<file path="config.mk">
export PLATFORM = sky130hd
export DESIGN_NAME = snake_body_ctrl
export DESIGN_NICKNAME = d
export VERILOG_FILES = /design/src/rtl/snake_body_ctrl.sv
export SDC_FILE = /design/constraint.sdc
export NUM_CORES = 1
export LEC_CHECK = 0
export BUFFER_PORTS_ARGS = -buffer_cell sky130_fd_sc_hd__buf_2
export CAP_MARGIN = 5
export CORE_MARGIN = 1.5
export CORE_UTILIZATION = 25
export CTS_CLUSTER_SIZE = 14
export DETAILED_ROUTE_END_ITERATION = 16
export PLACE_DENSITY = 0.39
export SLEW_MARGIN = 30
export SYNTH_ARGS = -nofsm -noshare
export SYNTH_HDL_FRONTEND = slang
export SYNTH_SLANG_ARGS = --single-unit
</file>
<file path="constraint.sdc">
create_clock -name clk_50MHz -period 6.8 [get_ports clk_50MHz]
set_clock_uncertainty 0.1 [all_clocks]
set_input_delay 1.36 -clock clk_50MHz [delete_from_list [all_inputs] [get_ports clk_50MHz]]
set_output_delay 1.36 -clock clk_50MHz [all_outputs]
set_load 0.05 [all_outputs]
</file>
<file path="src/rtl/snake_body_ctrl.sv">
// Snake body: direction latch, step timer, segment shift register, wall/self collision and growth.
// Latency: head, length, eat and game_over are registered one edge after a step; body_hit is combinational; no backpressure.
module snake_body_ctrl #(
    parameter int TICK_DIV = 12500000,
    parameter int MAX_LEN  = 16
) (
    input  logic       clk_50MHz,
    input  logic       rst_n,
    input  logic [1:0] mode,
    input  logic       key_up,
    input  logic       key_down,
    input  logic       key_left,
    input  logic       key_right,
    input  logic [5:0] apple_x,
    input  logic [5:0] apple_y,
    input  logic [5:0] pix_x,
    input  logic [5:0] pix_y,
    output logic [5:0] head_x,
    output logic [5:0] head_y,
    output logic       body_hit,
    output logic [4:0] length,
    output logic       eat,
    output logic       game_over
);
    localparam logic [1:0] DIR_UP    = 2'd0;
    localparam logic [1:0] DIR_DOWN  = 2'd1;
    localparam logic [1:0] DIR_LEFT  = 2'd2;
    localparam logic [1:0] DIR_RIGHT = 2'd3;
    localparam int CW = (TICK_DIV > 1) ? $clog2(TICK_DIV) : 1;

    logic [5:0]    r_seg_x [MAX_LEN];
    logic [5:0]    r_seg_y [MAX_LEN];
    logic [4:0]    r_len;
    logic [1:0]    r_dir;
    logic [1:0]    r_last_dir;
    logic [CW-1:0] r_tick;
    logic          r_eat;
    logic          r_over;

    logic       w_run, w_step, w_wall, w_grow, w_self, w_req_vld, w_hit;
    logic [5:0] w_nx, w_ny;
    logic [4:0] w_lim;
    logic [1:0] w_req, w_ref;

    assign w_run  = (mode == 2'd1) && !r_over;
    assign w_step = w_run && (r_tick == CW'(TICK_DIV - 1));

    always_comb begin
        w_nx = r_seg_x[0];
        w_ny = r_seg_y[0];
        case (r_dir)
            DIR_UP:    w_ny = r_seg_y[0] - 6'd1;
            DIR_DOWN:  w_ny = r_seg_y[0] + 6'd1;
            DIR_LEFT:  w_nx = r_seg_x[0] - 6'd1;
            default:   w_nx = r_seg_x[0] + 6'd1;
        endcase
    end

    assign w_wall = (w_nx == 6'd0) || (w_nx == 6'd39) || (w_ny == 6'd0) || (w_ny == 6'd29);
    assign w_grow = (w_nx == apple_x) && (w_ny == apple_y);
    // Without growth the tail cell is vacated by this very step, so it is not an obstacle.
    assign w_lim  = w_grow ? r_len : r_len - 5'd1;

    always_comb begin
        w_self = 1'b0;
        w_hit  = 1'b0;
        for (int i = 0; i < MAX_LEN; i++) begin
            if (5'(i) < w_lim && r_seg_x[i] == w_nx && r_seg_y[i] == w_ny)
                w_self = 1'b1;
            if (i > 0 && 5'(i) < r_len && r_seg_x[i] == pix_x && r_seg_y[i] == pix_y)
                w_hit = 1'b1;
        end
    end

    always_comb begin
        w_req_vld = key_up | key_down | key_left | key_right;
        if (key_up)        w_req = DIR_UP;
        else if (key_down) w_req = DIR_DOWN;
        else if (key_left) w_req = DIR_LEFT;
        else               w_req = DIR_RIGHT;
    end

    // On a step edge last_dir becomes the current dir, so reversal is judged against that.
    assign w_ref = w_step ? r_dir : r_last_dir;

    always_ff @(posedge clk_50MHz or negedge rst_n) begin
        if (!rst_n) begin
            for (int i = 0; i < MAX_LEN; i++) begin
                r_seg_x[i] <= (i < 3) ? 6'(10 - i) : 6'd0;
                r_seg_y[i] <= (i < 3) ? 6'd15 : 6'd0;
            end
            r_len      <= 5'd3;
            r_dir      <= DIR_RIGHT;
            r_last_dir <= DIR_RIGHT;
            r_tick     <= '0;
            r_eat      <= 1'b0;
            r_over     <= 1'b0;
        end else if (mode != 2'd1) begin
            for (int i = 0; i < MAX_LEN; i++) begin
                r_seg_x[i] <= (i < 3) ? 6'(10 - i) : 6'd0;
                r_seg_y[i] <= (i < 3) ? 6'd15 : 6'd0;
            end
            r_len      <= 5'd3;
            r_dir      <= DIR_RIGHT;
            r_last_dir <= DIR_RIGHT;
            r_tick     <= '0;
            r_eat      <= 1'b0;
            r_over     <= 1'b0;
        end else if (r_over) begin
            r_tick <= '0;
            r_eat  <= 1'b0;
        end else begin
            r_eat  <= 1'b0;
            r_tick <= w_step ? '0 : r_tick + CW'(1);
            if (w_req_vld && (w_req != (w_ref ^ 2'b01)))
                r_dir <= w_req;
            if (w_step) begin
                if (w_wall || w_self) begin
                    r_over <= 1'b1;
                end else begin
                    for (int i = 1; i < MAX_LEN; i++) begin
                        r_seg_x[i] <= r_seg_x[i-1];
                        r_seg_y[i] <= r_seg_y[i-1];
                    end
                    r_seg_x[0] <= w_nx;
                    r_seg_y[0] <= w_ny;
                    r_last_dir <= r_dir;
                    r_eat      <= w_grow;
                    if (w_grow && r_len < 5'(MAX_LEN))
                        r_len <= r_len + 5'd1;
                end
            end
        end
    end

    assign head_x    = r_seg_x[0];
    assign head_y    = r_seg_y[0];
    assign body_hit  = w_hit;
    assign length    = r_len;
    assign eat       = r_eat;
    assign game_over = r_over;
endmodule

</file>
Word-level counts from Yosys, hierarchy flattened
Cells that the tools add are included.
{"block": "word_totals", "ff_bits": 227, "wordCells": 306, "output_inout_bits": 20, "in_bits": 32}
{"block": "op_classes", "n_lt_le_gt_ge": 32, "mux": 69, "n_reduce_logical": 82, "n_eq_ne": 74, "n_addsub": 7, "bitwise_logic": 4}
{"op": "2-to-1 mux 96 bit", "n": 8}
{"op": "equality test 6 bit", "n": 64}
{"op": "less-than comparator 4 x 5 -> 1 bit (first input constant)", "n": 16}
{"op": "2-to-1 mux 24 bit", "n": 3}
{"op": "logical AND 1 bit", "n": 67}
{"op": "less-than comparator 3 x 5 -> 1 bit (first input constant)", "n": 8}
{"op": "2-to-1 mux 1 bit", "n": 40}
{"op": "2-to-1 mux 5 bit", "n": 6}
{"op": "adder 24 x 1 -> 24 bit (second input constant)", "n": 1}
{"op": "equality test 24 bit (second input constant)", "n": 1}
{"op": "one-hot mux 6 bit (2 select lines)", "n": 2}
{"op": "less-than comparator 2 x 5 -> 1 bit (first input constant)", "n": 4}
{"op": "2-to-1 mux 2 bit", "n": 10}
{"op": "less-than comparator 1 x 5 -> 1 bit (first input constant)", "n": 3}
{"op": "adder 6 x 1 -> 6 bit (second input constant)", "n": 2}
{"op": "zero test 6 bit", "n": 2}
{"op": "subtractor 6 x 1 -> 6 bit (second input constant)", "n": 2}
{"op": "equality test 6 x 5 -> 1 bit (second input constant)", "n": 1}
{"op": "equality test 6 bit (second input constant)", "n": 1}
{"op": "nonzero test 2 bit", "n": 3}
{"op": "adder 5 x 1 -> 5 bit (second input constant)", "n": 1}
{"op": "less-than comparator 5 bit (second input constant)", "n": 1}
{"op": "subtractor 5 x 1 -> 5 bit (second input constant)", "n": 1}
{"op": "equality test 2 x 1 -> 1 bit (second input constant)", "n": 2}
{"op": "other kinds (13)", "n": 19}

Logic depth before layout (Yosys ltp)
Gate-level depths: netlist of the first run.
{"block": "logic_depth", "depth_word": 30, "mapped_depth": 24, "depth_no_buf": 16}

Worst setup path after synthesis of the first run
No wires, ideal clock.
{"block": "synth_path", "kind": "reg2reg", "from": "register r_dir[1]", "to": "register r_seg_y[50] (netlist bit)", "required_ns": 6.621, "stages_incl_launch_ff": 24, "arrival_ns": 5.216, "n_path_buf": 9, "setup_slack_ns": 1.405, "setup_time_ns": 0.079, "synth_period_minus_slack_ns": 5.395, "path_cell_list": "dfstp_2 buf_2 buf_4 buf_2 clkbuf_1 clkbuf_1 nand2b_1 xnor2_1 ha_1 xor2_1 nor4_1 a2bb2oi_1 a2111oi_0 and4b_1 buf_4 mux2i_1 a2bb2o_1 a221oi_1 a31oi_1 nand4_1 buf_4 buf_6 buf_6 mux2i_1"}
{"block": "synth_between", "elab_chain_cells": 28, "elab_cells_between_ends": 116, "cone_classes": "order compare: 16; eq/ne: 39; mux: 19; reduce/logical: 42"}
{"item": "start, declared", "line_no": "34", "source": "logic [1:0] r_dir;"}
{"item": "start signal, assigned", "line_no": "116", "source": "r_dir <= w_req;"}
{"item": "equality test 2 x 1 -> 1 bit / zero test 2 bit (equally long branches)", "line_no": "51", "source": "case (r_dir)"}
{"item": "OR reduction 2 bit (no source line)"}
{"item": "one-hot mux 6 bit (2 select lines)", "line_no": "51"}
{"item": "equality test 6 bit", "line_no": "60", "source": "assign w_grow = (w_nx == apple_x) && (w_ny == apple_y);"}
{"item": "logical AND 1 bit", "line_no": "60"}
{"item": "2-to-1 mux 5 bit", "line_no": "62", "source": "assign w_lim = w_grow ? r_len : r_len - 5'd1;"}
{"item": "less-than comparator 1 x 5 -> 1 bit", "line_no": "68", "source": "if (5'(i) < w_lim && r_seg_x[i] == w_nx && r_seg_y[i] == w_ny)"}
{"item": "logical AND 1 bit (2 in series)", "line_no": "68"}
{"item": "2-to-1 mux 1 bit (16 in series)", "line_no": "68"}
{"item": "logical OR 1 bit (*)", "line_no": "118", "source": "if (w_wall || w_self) begin"}
{"item": "!= test 2 bit (no source line) (*)"}
{"item": "AND reduction 3 bit (no source line) (*)"}
{"item": "end signal, assigned by index", "line_no": "90", "source": "r_seg_y[i] <= (i < 3) ? 6'd15 : 6'd0;"}
{"item": "end signal, assigned by index", "line_no": "101", "source": "r_seg_y[i] <= (i < 3) ? 6'd15 : 6'd0;"}
{"item": "end signal, assigned by index", "line_no": "123", "source": "r_seg_y[i] <= r_seg_y[i-1];"}
{"item": "end, declared", "line_no": "32", "source": "logic [5:0] r_seg_y [MAX_LEN];"}
Mark *: on every way between the ends. The rest lies on a longest branch, timed or not.
A chain may end at the register's enable or synchronous reset.

Worst setup path in the final report of the first run
{"block": "layout_path", "from": "register r_dir[1]", "to": "register r_seg_y[22] (netlist bit)"}
The elaborated chain is that of the path after synthesis.

==> impl_metrics.tcl, run 1 <==
set metrics [dict create \
    ys_types 82 \
    min_period_over_period_pct 88.0 \
    endpoint_kind "flop" \
    cts_tree "built" \
    synth_top_family_by_area "XOR/XNOR gates" \
    drtIter0Drc 930 \
    fmax_ghz 0.167 \
    wirelength_um 59000 \
    post-cts-setup-buffers 0 \
    cts_buffer_depth 3 \
    gr-total-overflow 0 \
    grt.total_usage_pct 17.5 \
    syn-num-nets 1799 \
    first_pass_iters 5 \
    vdd_drop_max_v 0.000202 \
    syn_area_per_cell_um2 9.33 \
    grt_max_degree 200 \
    start_util_pct 25.4 \
    diodes 0 \
    rsz0062_at_grt "false" \
    cts_num_sinks 227 \
    cp-start-kind "flop" \
    drtAntennaViolNets 0 \
    power_density_nw_per_um2 178 \
    async_flop_share_pct 100 \
    worstSetupPathType "flop to flop" \
    cts_resized 0 \
    maxCapViolCount 0 \
    hold_viol 0 \
    fin_area_um2 18400 \
    fp.dieArea_um2 67100 \
    ys_seq_area_share_pct 34.8 \
    synth_cells 1757 \
    ys_warn_count 0 \
    crit_fanout 39 \
    slew_viol_final 0 \
    place_area_um2 17400 \
    netlist_top_cells_count "nand2_1 (224), xnor2_1 (222), dfrtp_1 (204)" \
    yosys_register_bits 227 \
    synth_mux_area_share_pct 10.7 \
    yosys.area_share.simple_pct 17.7 \
    fin_crit_ns 5.98 \
    final-setup-viol-count 0 \
    arrival_ns 6.37 \
    drive_gt1_share_pct 10.2 \
    cts_buffers 30 \
    worst_pin_slew_ns 0.955 \
    synth_compound_area_share_pct 7.26 \
    hp-class "flop to flop" \
    required_ns 7.18 \
    synthFlopType "dfrtp_1" \
    yosysTopAreaCellShare_pct 31.1 \
    final_nets 1787 \
    rows 93 \
    p_leak_nw 8.30 \
    fin_setup_tns_ns 0 \
    clk_pin_slew_ns 0.06 \
    die_h_um 259 \
    area_growth_pct 12.4 \
    grt_pass1_wl_um 88400 \
    via_per_inst 4.92 \
    synth_most_common_cell "nand2_1" \
    core_um2 64600 \
    finalWeightedCongestion 0.907 \
    dp.final_hpwl_um 44000 \
    clk_latency_ns 0.58 \
    status "finished clean" \
    synth_edf_count 0 \
    drc 0 \
    relSlewSlack_pct 36.4 \
    synth.largest_area_cell "dfrtp_1" \
    hold_buffers 0 \
    synth_xor_area_share_pct 23.8 \
    cts.root.buffer_cell "clkbuf_16" \
    io_pins 52 \
    vias 12900 \
    die_w_um 259 \
    yosys-top-cells-area "dfrtp_1 (31%), xnor2_1 (12%), mux2i_1 (10%)" \
    htree_levels 1 \
    synthAdderAreaFrac_pct 0.878 \
    grt_pass1_vias 12900 \
    syn_area_um2 16400 \
    antenna_found_initial 1 \
    fin_util_pct 28.5 \
    io_buffer_count 51 \
    drt-wirelength-per-cell_um 22.5 \
]
## layout by cell type, fill, tap and decap left out, types with 6 or more instances in the layout
master / Yosys / final
a2111oi_0: 7 / 7
nand2b_1: 11 / 11
clkbuf_16: 0 / 31
a21oi_1: 35 / 35
o21ai_0: 35 / 35
xnor2_1: 222 / 220
nand3_1: 61 / 61
or3_1: 8 / 8
mux2i_1: 170 / 169
ha_1: 9 / 9
buf_4: 22 / 31
o22ai_1: 7 / 7
buf_2: 19 / 50
and2_1: 7 / 7
xor2_1: 173 / 173
xnor3_1: 19 / 19
a31oi_1: 11 / 11
nor3b_1: 7 / 7
o21ai_1: 13 / 13
inv_1: 22 / 22
clkbuf_1: 65 / 9
a21boi_0: 9 / 9
dfstp_2: 23 / 23
nand2_1: 224 / 224
nand4_1: 58 / 58
and3_1: 13 / 13
nor3_1: 29 / 29
nor4_1: 43 / 43
dfrtp_1: 204 / 204
nor2_1: 99 / 99
buf_12: 0 / 6
## power breakdown
group,internal [W],total [W],switching (W)
sequential,0.00135,0.00136,0.00000438
clock,0.00103,0.00165,0.000623
combinational,0.0000792,0.000264,0.000185
## through the flow
step                      setup WS [ns]  std cells  total power (W)  hold slack (ns)
after floorplan                    1.40       1757          0.00153            0.355
after global placement            0.893       2568          0.00165            0.381
after detailed placement          0.881       2568          0.00165            0.381
after CTS                         0.881       2619          0.00333            0.389
after global routing              0.426       2619          0.00339            0.414
final                             0.815       2619          0.00327            0.386
## path summary, 6_finish.rpt
check / to / depth (start not counted) / slack [ns] / startpoint
setup reg to reg: r_seg_y[22] / 18 / 0.82 / r_dir[1]
setup / recovery: r_seg_y[22] / 18 / 0.82 / r_dir[1]
max in group asynchronous: r_seg_y[47] / 2 / 4.94 / rst_n
hold / removal: r_tick[0] / 1 / 0.39 / r_tick[0]
min in group asynchronous: r_tick[13] / 1 / 0.57 / rst_n
hold reg to reg: r_tick[0] / 1 / 0.39 / r_tick[0]
## state kept, by name, summed over array words and instances (netlist names), 2 cells and up
signal	flops
length	5
head_y	6
r_tick	24
r_seg_x	90
r_seg_y	90
head_x	6
r_dir	2
r_last_dir	2
## cell type report
cell class	instances	area, um2
clock buffer	45	878
clock inverter	6	133
fill	6894	46200
inverter	23	86.3
multi-input combinational	1374	9920
sequential	227	5710
tap	855	1070
timing repair buffer	89	629
## worst max-delay path, cell delays in order, from the launching register on
cell and delay, ns:
dfstp_2 0.81, inv_2 0.06, nand2_1 0.18, inv_1 0.11, fa_1 0.56, buf_4 0.30
nand2b_1 0.15, a21o_1 0.20, a221oi_1 0.54, o211ai_1 0.19, nor4_1 0.58, a221oi_1 0.15
o21ai_0 0.33, a32oi_1 0.18, and4b_1 0.31, nand4_1 0.23, buf_12 0.30, buf_12 0.29
mux2i_1 0.23
## per-layer routing
| metal | vias to the layer above | track usage [%] | wire length [um] |
|---|---|---|---|
| met5 | - | 0 | 9 |
| met4 | 2 | 4.86 | 1540 |
| met3 | 67 | 1.91 | 2250 |
| met2 | 271 | 27.9 | 27000 |
| met1 | 6477 | 24.9 | 28200 |
| li1 | 6081 | - | - |
## logic make-up after synthesis
logic type,count (synthesis)
buffers and inverters,156
adders and majority gates,11
AOI/OAI and AO/OA,177
DFF,227
and+or+nand+nor,597
xor gates and xnor gates,415
muxes,174
(Power assumes the default switching activity.)
==> run 2: changes to the inputs <==
--- a/config.mk
+++ b/config.mk
@@ -7,8 +7,10 @@
 export LEC_CHECK = 0
 export BUFFER_PORTS_ARGS = -buffer_cell sky130_fd_sc_hd__buf_2
 export CAP_MARGIN = 5
+export CORE_ASPECT_RATIO = 0.9
 export CORE_MARGIN = 1.5
 export CORE_UTILIZATION = 25
+export CTS_BUF_LIST = sky130_fd_sc_hd__clkbuf_8
 export CTS_CLUSTER_SIZE = 14
 export DETAILED_ROUTE_END_ITERATION = 16
 export PLACE_DENSITY = 0.39
==> run 2 against run 1 <==
Power down 5.6%. Largest cell class unchanged. Sequential power about the same. Clock power down 12%.
==> impl_metrics.tcl, run 2 (same netlist as run 1, synthesis figures left out) <==
set metrics [dict create \
    worst_path_max_delay_cell "a2111oi_0" \
    drtAntennaViolNets 0 \
    rows 88 \
    finalWeightedCongestion 0.914 \
    cts_resized 0 \
    power_density_nw_per_um2 168 \
    drc 0 \
    antenna_found_initial 2 \
    fin_setup_tns_ns 0 \
    top_regs "r_seg_x x90, r_seg_y x90, r_tick x24" \
    final_common_cell "nand2_1" \
    arrival_ns 6.66 \
    required_ns 7.23 \
    rsz0062_at_grt "false" \
    path_cells "nand2b_1 -> xnor2_1 -> ha_1 -> nor3b_1 -> a22o_1 -> o22ai_1 -> a2111oi_0 -> and4b_1 -> o221ai_1 -> nor2_1 -> a31oi_1 -> a221o_1 -> nor3_2 -> buf_4 -> a21oi_1 -> a31o_2" \
    p_leak_nw 8.36 \
    die_h_um 246 \
    fp.dieArea_um2 67100 \
    grt_pass1_wl_um 91100 \
    final-setup-viol-count 0 \
    worstSetupPathType "flop to flop" \
    fin_util_pct 28.5 \
    io_buffer_count 51 \
    die_w_um 273 \
    cts.root.buffer_cell "clkbuf_8" \
    cts_buffers 45 \
    finalPower_w 0.00309 \
    min_period_over_period_pct 91.6 \
    cts_num_sinks 227 \
    area_growth_pct 12.1 \
    vdd_drop_max_v 0.000159 \
    relSlewSlack_pct 29.6 \
    gr-total-overflow 0 \
    drive_gt1_share_pct 11.7 \
    grt_max_degree 107 \
    final_cell_mix "nand2_1 (224), xnor2_1 (220), dfrtp_1 (204)" \
    dp.final_hpwl_um 45700 \
    io_pins 52 \
    core_um2 64500 \
    cp_top_family "compound AO/OA/AOI/OAI gates" \
    timing.hold.ws_ns 0.382 \
    clk_pin_slew_ns 0.06 \
    final_nets 1806 \
    via_per_inst 4.91 \
    fin_crit_ns 6.23 \
    grt_pass1_vias 13300 \
    cpPeakStageDelay_ns 0.73 \
    vias 13000 \
    clk_latency_ns 0.66 \
    grt.total_usage_pct 18.4 \
    drtIter0Drc 906 \
    cts_tree "built" \
    path_buf_inv 1 \
    status "finished clean" \
    fmax_ghz 0.161 \
    first_pass_iters 5 \
    hp-class "flop to flop" \
    worst_pin_slew_ns 1.05 \
    hold_buffers 0 \
    post-cts-setup-buffers 0 \
    htree_levels 2 \
    slew_viol_final 0 \
    endpoint_kind "flop" \
    hold_viol 0 \
    start_util_pct 25.4 \
    drt-wirelength-per-cell_um 23.0 \
    wirelength_um 61100 \
    maxCapViolCount 0 \
    cts_buffer_depth 3 \
    crit_fanout 15 \
    cp-start-kind "flop" \
]
run 2: cell types whose count changed in the layout (fill, tap and decap cells not counted), sizes merged:
cell	before	now
clkbuf	45	55
diode	0	1
clkinvlp	1	0
clkinv	1	11
inv	23	37
buf	89	93
bufinv	4	1
run 2: where the power goes:
| group | switching, W | total, W | internal (W) |
|---|---|---|---|
| logic | 0.000190 | 0.000271 | 0.0000818 |
| clock network | 0.000685 | 0.00146 | 0.000779 |
| registers | 0.00000339 | 0.00136 | 0.00135 |
| total | 0.000878 | 0.00309 | 0.00221 |
run 2: worst paths after layout:
path	start	end	slack, ns	depth (start not counted)
max	r_dir[1]	head_x[4]	0.57	16
min	r_tick[0]	r_tick[0]	0.38	1
max reg2reg	r_dir[1]	head_x[4]	0.57	16
min reg2reg	r_tick[0]	r_tick[0]	0.38	1
max in group asynchronous	rst_n	r_seg_y[14]	4.77	2
min in group asynchronous	rst_n	r_tick[12]	0.53	1
run 2: layer usage:
metal	track usage [%]	share of wire (%)	vias to the layer above
met1	26.7	50	6528
met4	7.04	3.4	0
met3	3.12	4.5	101
met2	26.8	42	297
li1	-	-	6109
met5	0	0	-
run 2: layout make-up:
type | instances | area [um2]
fill | 6967 | 46200
tap | 855 | 1070
clock buffer | 55 | 757
sequential | 227 | 5710
timing repair buffer | 93 | 634
multi-input combinational | 1374 | 9930
clock inverter | 26 | 173
antenna | 1 | 2.50
inverter | 23 | 86.3
run 2: per-stage QoR:
step                setup slack [ns]  instances  instance area, um2
floorplan                       1.40       1757               16400
global placement               0.473       2572               17400
detailed placement             0.716       2572               17400
CTS                            0.632       2653               18400
global route                   0.202       2654               18400
finish                         0.571       2654               18400
==> run 3: changes to the inputs <==
--- a/config.mk
+++ b/config.mk
@@ -8,12 +8,13 @@
 export BUFFER_PORTS_ARGS = -buffer_cell sky130_fd_sc_hd__buf_2
 export CAP_MARGIN = 5
 export CORE_ASPECT_RATIO = 0.9
-export CORE_MARGIN = 1.5
-export CORE_UTILIZATION = 25
+export CORE_MARGIN = 3
+export CORE_UTILIZATION = 40
 export CTS_BUF_LIST = sky130_fd_sc_hd__clkbuf_8
 export CTS_CLUSTER_SIZE = 14
 export DETAILED_ROUTE_END_ITERATION = 16
-export PLACE_DENSITY = 0.39
+export HOLD_SLACK_MARGIN = 0.02
+export PLACE_DENSITY = 0.55
 export SLEW_MARGIN = 30
 export SYNTH_ARGS = -nofsm -noshare
 export SYNTH_HDL_FRONTEND = slang
==> run 3 against run 2 <==
Clock power is 8% lower. First-iteration DRC count is 33% higher. Count of clock-buffer cells in the layout is 7 lower. Die area is 35% lower. Final area is 3.1% lower. Sequential power hardly changed. Maximum frequency is 0.62% higher. Routed wire length is 13% lower. Critical path depth is 1 higher. Sequential share of layout area is 0.99 points higher. Setup slack better by 0.039 ns. Register-to-register slack better by 0.04 ns. Critical path type unchanged. Highest routed layer is now met5.
==> impl_metrics.tcl, run 3 (same netlist as run 1, synthesis figures left out) <==
set metrics [dict create \
    drc 0 \
    cts_tree "built" \
    grt_max_degree 207 \
    required_ns 7.22 \
    cts.root.buffer_cell "clkbuf_8" \
    clockPowerShare_pct 45.5 \
    whs_endpoint "r_tick[0]" \
    finalWeightedCongestion 0.935 \
    endpoint_kind "flop" \
    io_buffer_count 51 \
    min_period_over_period_pct 91.0 \
    grt.total_usage_pct 24.6 \
    rr_endpoint "r_seg_x[57]" \
    first_pass_iters 7 \
    area_growth_pct 8.60 \
    grt_pass1_wl_um 81700 \
    relSlewSlack_pct 29.3 \
    rows 69 \
    fin_crit_ns 6.19 \
    slew_viol_final 0 \
    min_path_cells 1 \
    final_cell_mix "nand2_1 (224), xnor2_1 (221), dfrtp_1 (204)" \
    post-cts-setup-buffers 0 \
    fp.dieArea_um2 43400 \
    worstHoldStart "r_tick[0]" \
    p_int_w 0.00215 \
    worstSetupPathType "flop to flop" \
    hold_viol 0 \
    reg2reg_depth 17 \
    met1_usage_pct 36.7 \
    timing.hold.ws_ns 0.387 \
    dpl.cell_count 2244 \
    htree_levels 2 \
    start_util_pct 41.0 \
    hold_buffers 0 \
    drt-wirelength-per-cell_um 23.0 \
    layout_setup_ws_ns 0.610 \
    maxCapViolCount 0 \
    fin_cells 2317 \
    met2_usage_pct 35.1 \
    crit_fanout 23 \
    cts_num_sinks 227 \
    hp-class "flop to flop" \
    p_sw_share_pct 27.3 \
    cts_buffer_depth 3 \
    fmax_ghz 0.162 \
    clk_pin_slew_ns 0.06 \
    via_per_inst 5.70 \
    p_switching_w 0.000809 \
    cts_buffers 42 \
    top_regs "r_seg_x x90, r_seg_y x90, r_tick x24" \
    gr-usage-met3_pct 4.77 \
    final-setup-viol-count 0 \
    drtIter0Drc 1204 \
    vias 13200 \
    core_um2 40000 \
    vdd_drop_max_v 0.000157 \
    drtAntennaViolNets 0 \
    cts_resized 0 \
    status "finished clean" \
    diodes 0 \
    final_common_cell "nand2_1" \
    rrSetupSlack_ns 0.61 \
    finalPower_w 0.00296 \
    cp-start-kind "flop" \
    power_density_nw_per_um2 166 \
    p_seq_share_pct 45.9 \
    fin_setup_tns_ns 0 \
    io_pins 52 \
    pre_cts_ws_ns 0.656 \
    antenna_found_initial 1 \
    rsz0062_at_grt "false" \
    die_w_um 219 \
    clk_latency_ns 0.62 \
    wirelength_um 53200 \
    dp.final_hpwl_um 38900 \
    final_nets 1798 \
    worst_pin_slew_ns 1.03 \
    gr-total-overflow 0 \
    die_h_um 198 \
    timing.rr.start "r_dir[1]" \
    busiest_layer "met1" \
    drive_gt1_share_pct 10.9 \
    p_comb_share_pct 8.6 \
    p_leak_nw 8.26 \
    arrival_ns 6.61 \
    grt_pass1_vias 12900 \
]
[run 3: cell types whose count changed in the layout (fill, tap and decap cells not counted), sizes merged]
cell / before / now
clkbuf: 55 / 48
buf: 93 / 88
clkinv: 11 / 7
bufinv: 1 / 2
clkinvlp: 0 / 1
diode: 1 / 0
inv: 37 / 38
[run 3: layout make-up]
type                       count  area [um2]
tap                          532         666
fill                        3902       22200
clock inverter                25         166
multi-input combinational   1374        9920
timing repair buffer          88         597
sequential                   227        5710
clock buffer                  48         661
inverter                      23        86.3
[run 3: power groups by stage]
stage | clock network, W | logic (W) | registers, W
final | 0.00135 | 0.000254 | 0.00136
after global routing | 0.00145 | 0.000276 | 0.00136
after CTS | 0.00139 | 0.000254 | 0.00136
after detailed placement | 0 | 0.000252 | 0.00138
after global placement | 0 | 0.000252 | 0.00138
after floorplan | 0 | 0.000156 | 0.00138
[run 3: worst max-delay path: stages (launching register included)]
cell       delay (ns)
dfstp_2          0.79
inv_2            0.07
nand2_1          0.17
inv_1            0.09
fa_1             0.40
xnor2_1          0.18
mux2i_4          0.67
o22ai_1          0.16
a2111oi_0        0.64
and4b_1          0.51
mux2i_1          0.40
a2bb2o_1         0.32
a221oi_1         0.31
a31oi_1          0.13
nand4_1          0.21
buf_4            0.39
buf_4            0.34
mux2i_1          0.23
[run 3: worst max-delay path by stage]
stage	from	end	depth (start not counted)	slack, ns
CTS	r_dir[1]	r_seg_x[59]	17	0.63
global route	r_dir[1]	r_seg_y[31]	17	0.09
floorplan	r_dir[1]	r_seg_y[50]	23	1.40
detailed placement	r_dir[1]	r_seg_x[79]	17	0.66
finish	r_dir[1]	r_seg_x[57]	17	0.61
global placement	r_dir[1]	r_seg_x[74]	17	0.82
[run 3: layer usage]
layer	vias to the layer above	routed length, um
met5	-	13
met3	104	3750
met4	2	1990
met1	6540	25400
met2	469	22100
li1	6096	-
[run 3: metrics by stage]
step | util (%) | area (um2)
floorplan | - | 16400
global placement | 42.5 | 17000
detailed placement | 42.5 | 17000
CTS | 44.5 | 17800
global route | 44.5 | 17800
finish | 44.5 | 17800
